--- config.mk ---
export PLATFORM = sky130hd
export DESIGN_NAME = des_key_schedule
export DESIGN_NICKNAME = d
export VERILOG_FILES = /design/src/rtl/des_key_schedule.sv
export SDC_FILE = /design/constraint.sdc
export NUM_CORES = 1
export LEC_CHECK = 0
export ABC_AREA = 1
export BUFFER_PORTS_ARGS = -buffer_cell sky130_fd_sc_hd__buf_2
export CAP_MARGIN = 10
export CELL_PAD_IN_SITES_DETAIL_PLACEMENT = 2
export CELL_PAD_IN_SITES_GLOBAL_PLACEMENT = 2
export CORE_MARGIN = 1
export CORE_UTILIZATION = 27
export CTS_BUF_LIST = sky130_fd_sc_hd__clkbuf_4 sky130_fd_sc_hd__clkbuf_8 sky130_fd_sc_hd__clkbuf_16
export CTS_CLUSTER_SIZE = 12
export DETAILED_ROUTE_END_ITERATION = 12
export GPL_ROUTABILITY_DRIVEN = 1
export PLACE_DENSITY_LB_ADDON = 0.1
export SYNTH_ARGS = -nofsm -noshare
export SYNTH_HDL_FRONTEND = slang
export SYNTH_SLANG_ARGS = --single-unit
export TNS_END_PERCENT = 100
--- constraint.sdc ---
create_clock -name clk -period 2.17 [get_ports clk]
set_input_delay 0.217 -clock clk [delete_from_list [all_inputs] [get_ports clk]]
set_output_delay 0.217 -clock clk [all_outputs]
set_load 0.03 [all_outputs]
--- src/rtl/des_key_schedule.sv ---
// rtl/des_key_schedule.sv - iterative DES key schedule: one 48-bit subkey per handshake
// Holds only the 56-bit C/D state; each subkey is PC-2 of the rotated state.
module des_key_schedule #(
    parameter bit CHECK_PARITY = 1'b0
) (
    input  logic        clk,
    input  logic        rst,
    input  logic [63:0] key_in,
    input  logic        decrypt,
    input  logic        key_valid,
    output logic        key_ready,
    output logic        key_err,
    output logic [47:0] subkey,
    output logic        subkey_valid,
    input  logic        subkey_ready,
    output logic [3:0]  round_idx,
    output logic        last
);

    typedef enum logic {IDLE, RUN} state_t;

    localparam int PC1 [56] = '{
        57, 49, 41, 33, 25, 17,  9,  1, 58, 50, 42, 34, 26, 18,
        10,  2, 59, 51, 43, 35, 27, 19, 11,  3, 60, 52, 44, 36,
        63, 55, 47, 39, 31, 23, 15,  7, 62, 54, 46, 38, 30, 22,
        14,  6, 61, 53, 45, 37, 29, 21, 13,  5, 28, 20, 12,  4};

    localparam int PC2 [48] = '{
        14, 17, 11, 24,  1,  5,  3, 28, 15,  6, 21, 10,
        23, 19, 12,  4, 26,  8, 16,  7, 27, 20, 13,  2,
        41, 52, 31, 37, 47, 55, 30, 40, 51, 45, 33, 48,
        44, 49, 39, 56, 34, 53, 46, 42, 50, 36, 29, 32};

    // Tables use DES numbering (bit 1 = MSB), hence the 64-n / 56-n mapping.
    function automatic logic [55:0] pc1(input logic [63:0] k);
        logic [55:0] r;
        r = '0;
        for (int i = 0; i < 56; i++) begin
            r[6'(55 - i)] = k[6'(64 - PC1[i])];
        end
        return r;
    endfunction

    function automatic logic [47:0] pc2(input logic [55:0] cd);
        logic [47:0] r;
        r = '0;
        for (int i = 0; i < 48; i++) begin
            r[6'(47 - i)] = cd[6'(56 - PC2[i])];
        end
        return r;
    endfunction

    function automatic logic [27:0] rot28(input logic [27:0] v, input logic [1:0] s,
                                          input logic right);
        logic [27:0] r;
        r = v;
        if (right) begin
            if (s == 2'd1)      r = {v[0], v[27:1]};
            else if (s == 2'd2) r = {v[1:0], v[27:2]};
        end else begin
            if (s == 2'd1)      r = {v[26:0], v[27]};
            else if (s == 2'd2) r = {v[25:0], v[27:26]};
        end
        return r;
    endfunction

    function automatic logic parity_ok(input logic [63:0] k);
        logic ok;
        ok = 1'b1;
        for (int b = 0; b < 8; b++) begin
            ok = ok & (^k[8*b +: 8]);
        end
        return ok;
    endfunction

    state_t      state_q, state_d;
    logic [27:0] c_q, c_d, d_q, d_d;
    logic [3:0]  cnt_q, cnt_d;
    logic        dir_q, dir_d;
    logic        key_err_q, key_err_d;

    logic [1:0]  sh;
    logic [27:0] c_nxt, d_nxt;
    logic [47:0] sk;

    // Decrypt presents K16 first, which equals PC-2 of the unrotated state.
    always_comb begin
        sh = 2'd2;
        if (cnt_q == 4'd0 || cnt_q == 4'd1 || cnt_q == 4'd8 || cnt_q == 4'd15) begin
            sh = (dir_q && cnt_q == 4'd0) ? 2'd0 : 2'd1;
        end
    end

    assign c_nxt = rot28(c_q, sh, dir_q);
    assign d_nxt = rot28(d_q, sh, dir_q);
    assign sk    = pc2({c_nxt, d_nxt});

    always_comb begin
        state_d      = state_q;
        c_d          = c_q;
        d_d          = d_q;
        cnt_d        = cnt_q;
        dir_d        = dir_q;
        key_err_d    = 1'b0;
        key_ready    = 1'b0;
        subkey_valid = 1'b0;
        subkey       = '0;
        round_idx    = '0;
        last         = 1'b0;
        case (state_q)
            IDLE: begin
                key_ready = 1'b1;
                if (key_valid) begin
                    if (CHECK_PARITY && !parity_ok(key_in)) begin
                        key_err_d = 1'b1;
                    end else begin
                        {c_d, d_d} = pc1(key_in);
                        dir_d      = decrypt;
                        cnt_d      = 4'd0;
                        state_d    = RUN;
                    end
                end
            end
            RUN: begin
                subkey_valid = 1'b1;
                subkey       = sk;
                round_idx    = dir_q ? (4'd15 - cnt_q) : cnt_q;
                last         = (cnt_q == 4'd15);
                if (subkey_ready) begin
                    c_d = c_nxt;
                    d_d = d_nxt;
                    if (cnt_q == 4'd15) begin
                        cnt_d   = 4'd0;
                        state_d = IDLE;
                    end else begin
                        cnt_d = cnt_q + 4'd1;
                    end
                end
            end
            default: state_d = IDLE;
        endcase
    end

    assign key_err = key_err_q;

    always_ff @(posedge clk) begin
        if (rst) begin
            state_q   <= IDLE;
            c_q       <= '0;
            d_q       <= '0;
            cnt_q     <= '0;
            dir_q     <= 1'b0;
            key_err_q <= 1'b0;
        end else begin
            state_q   <= state_d;
            c_q       <= c_d;
            d_q       <= d_d;
            cnt_q     <= cnt_d;
            dir_q     <= dir_d;
            key_err_q <= key_err_d;
        end
    end

endmodule

==> summary.txt <==
Setup path
  • FF-to-FF End: d_q[15]$_SDFFE_PP0P_
  • Critical Path RT: 1.95 ns
  • Worst Path Max Fanout: 7
  • Crit path arrival time: 2.17 ns
  • Crit path kind: flip-flop to output port
  • Worst reg2reg path depth: 14
  • Worst setup EP type: output port
  • Startpoint Class: flip-flop
  • Reg2reg setup slack: -0.13 ns
  • FF-to-FF Start: cnt_q[0]$_SDFFE_PP0P_

Die
  • Die height: 135.6 µm
  • Initial Utilization: 27.78%
  • Full die area: 18390 µm²
  • Chip width: 135.6 µm
  • # rows: 48
  • Ports: 125
  • Core area: 17360 µm²

STA
  • Final Skew: 0.004114 ns
  • RSZ-0062 raised after global routing: yes
  • Fmax: 418.4 MHz
  • Clock period minus worst slack: 2.390 ns
  • Fin. Hold Viols: 0
  • Fin worst setup slack: -0.2201 ns
  • Setup-failing EPs final: 28
  • Final critical-path share of the clock period: 110.1%
  • Fin. max-slew vios: 0

Global routing
  • Vias in the first global route: 6513
  • Largest net degree at the start of global routing: 57
  • First-pass GRT wire length: 36440 µm
  • Tot GR Track Use: 26.06%
  • Overflow after GRT: 0
  • Initial antenna violation count: 0

Status
  • Outcome: finished, violations left
  • Failing checks: negative setup slack

Power
  • Sequential Power Share: 28.1%
  • Total Power: 0.004566 W
  • P_int: 0.002837 W
  • Clk pwr share: 34.1%
  • Pwr/cell area: 652.5 nW/µm²
  • Switching share of power: 37.86%
  • Logic pwr share: 37.9%
  • Leakage: 3.175 nW
  • VDD IR max: 0.3926 mV
  • P_sw: 0.001728 W

Placement
  • IO Port Bufs: 53
  • Placer Congestion: 0.7788
  • DP Worst Slack: -0.08250 ns
  • HPWL after detailed placement: 13640 µm

Routing
  • Iteration-0 DRC Markers: 313
  • Wirelength per Cell: 21.05 µm
  • Vias per cell: 5.338
  • Routed vias: 5989
  • Total Wirelength: 23610 µm
  • Residual DRC: 0
  • DR pass1 iterations: 4
  • DRT antenna net count: 0

Clocking
  • Num CTS Buffers: 9
  • Post-CTS Hold Buffers: 0
  • Clk sink count: 62
  • Clk Latency, worst-skew pair: 0.34 ns
  • Worst-path clk slew: 0.06 ns
  • Clock root buffer: clkbuf_16
  • Htree depth: 3
  • CTS Buffer Depth: 2
  • CTS tree: yes

Yosys
  • Mapped Cells: 813
  • Syn_area_per_cell: 5.930 µm²
  • Post-Syn Area: 4821 µm²
  • Synth Register Bits: 62
  • Register area share after synthesis: 25.75%
  • Synth warn: 0
  • Synth cell types: 29

Hold path
  • Hold path cells: 2
  • Hold wc startpoint: key_valid
  • Hold worst-path end: state_q$_SDFF_PP0_
  • Worst Hold Class: primary input to flip-flop

Cells and area
  • Share of layout cells above drive strength 1: 33.22%
  • # diodes: 0
  • # nets final: 964
  • Final Util: 40.31%
  • Area grow syn2layout: 45.13%

Job
  • MaxCap Viol Count: 0
==> registers in the layout, summed over array words and instances, names as in the netlist <==
signal / cells
dir_q: 1
state_q: 1
c_q: 28
cnt_q: 4
d_q: 28
==> cells in the mapped netlist (all sizes together) <==
cell type	instances	area, µm²
nand2	249	947.2
nand3	152	783.3
buf	74	480.5
a21oi	68	340.3
inv	65	244.0
dfxtp	62	1241
o21ai	54	270.3
nand4	32	200.2
clkbuf	20	75.07
nor2	16	70.07
nand3b	6	45.04
o211ai	4	30.03
ha	3	37.54
or2	3	18.77
a211oi	2	15.01
conb	1	3.750
o221a	1	11.26
o31ai	1	7.510
==> worst max-delay path by stage <==
stage,start,endpoint,slack [ns],cells past startpoint
after floorplan,cnt_q[0]$_SDFFE_PP0P_,subkey[2],0.21,11
after global placement,cnt_q[0]$_SDFFE_PP0P_,subkey[11],0.005,11
after detailed placement,cnt_q[0]$_SDFFE_PP0P_,subkey[11],-0.08,11
after CTS,cnt_q[0]$_SDFFE_PP0P_,subkey[11],-0.19,13
after global routing,cnt_q[0]$_SDFFE_PP0P_,subkey[14],-0.32,14
final,cnt_q[0]$_SDFFE_PP0P_,subkey[14],-0.22,14
==> cells by family (layout without fill, tap and decap cells) <==
| family | count (synthesis) | in the layout | share of synthesized area, % |
|---|---|---|---|
| other | 1 | 23 | 0.07779 |
| AO/OA/AOI/OAI | 130 | 130 | 13.99 |
| adder cells (fa/ha/maj) | 3 | 3 | 0.7787 |
| AND/OR/NAND/NOR | 458 | 458 | 42.82 |
| flip-flops | 62 | 62 | 25.75 |
| buffers and inverters | 159 | 221 | 16.58 |
==> power by group through the flow <==
stage                     Combinational [W]  Sequential, W  Clock, W
final                               0.00173        0.00128   0.00156
after global routing                0.00186        0.00129   0.00164
after CTS                           0.00159        0.00127   0.00161
after detailed placement            0.00125        0.00129         0
after global placement              0.00121        0.00129         0
after floorplan                    0.000909        0.00127         0
==> per-layer routing <==
layer / global-route usage (%) / routed length (µm) / up-vias
met1: 30.26 / 9824 / 2975
met2: 47.42 / 12160 / 148
met3: 4.265 / 953 / 46
li1: - / - / 2820
met4: 9.675 / 680 / 0
met5: 0 / 0 / -
==> stage by stage <==
| step | hold slack (ns) | TNS, ns | std cells | instance area, µm² |
|---|---|---|---|---|
| CTS | 0.1653 | -3.401 | 1116 | 6701 |
| detailed placement | 0.4596 | -0.2250 | 1056 | 5311 |
| global placement | 0.4537 | 0 | 1056 | 5311 |
| finish | 0.1787 | -4.392 | 1122 | 6997 |
| global route | 0.1882 | -6.362 | 1122 | 6997 |
| floorplan | 0.4025 | 0 | 835 | 4903 |
==> cells in the final DEF, fill, tap and decap left out, drive strengths merged <==
master and n:
ha 3, nand3 152, clkinv 1, bufinv 1
nor2 16, a21oi 68, nand2 249, clkbuf 14
inv 65, bufbuf 1, buf 138, o211ai 4
o21ai 54, a211oi 2, clkinvlp 1, nand3b 6
o221a 1, conb 23, o31ai 1, dfxtp 62
or2 3, nand4 32
==> final cells by class <==
cell class              instances  area (µm²)
flip-flops and latches         62        1252
clock buffers                  13       267.8
inverters                      65       259.0
repair buffers                140        1493
clock inverters                 3       42.54
well taps                     225       281.5
fillers                      2024       10360
multi-input cells             614        3401
==> worst max-delay path, stage by stage, from the launching register on <==
cell and delay [ns]:
dfxtp_4 0.38, buf_6 0.11, ha_4 0.13, nand2_4 0.05, buf_6 0.13, buf_12 0.14
buf_6 0.11, nand4_1 0.13, nand2_1 0.08, nor2_1 0.15, nand2_2 0.07, nand2_1 0.07
nand2_2 0.06, inv_2 0.08, buf_6 0.12
==> what timing repair did <==
action,in CTS,in global routing
gates cloned,9,1
setup buffers,35,6
resized for setup,161,72
setup endpoints to repair,27,28
pin swaps,44,28
Note: power is estimated with default switching activity, not from simulation.
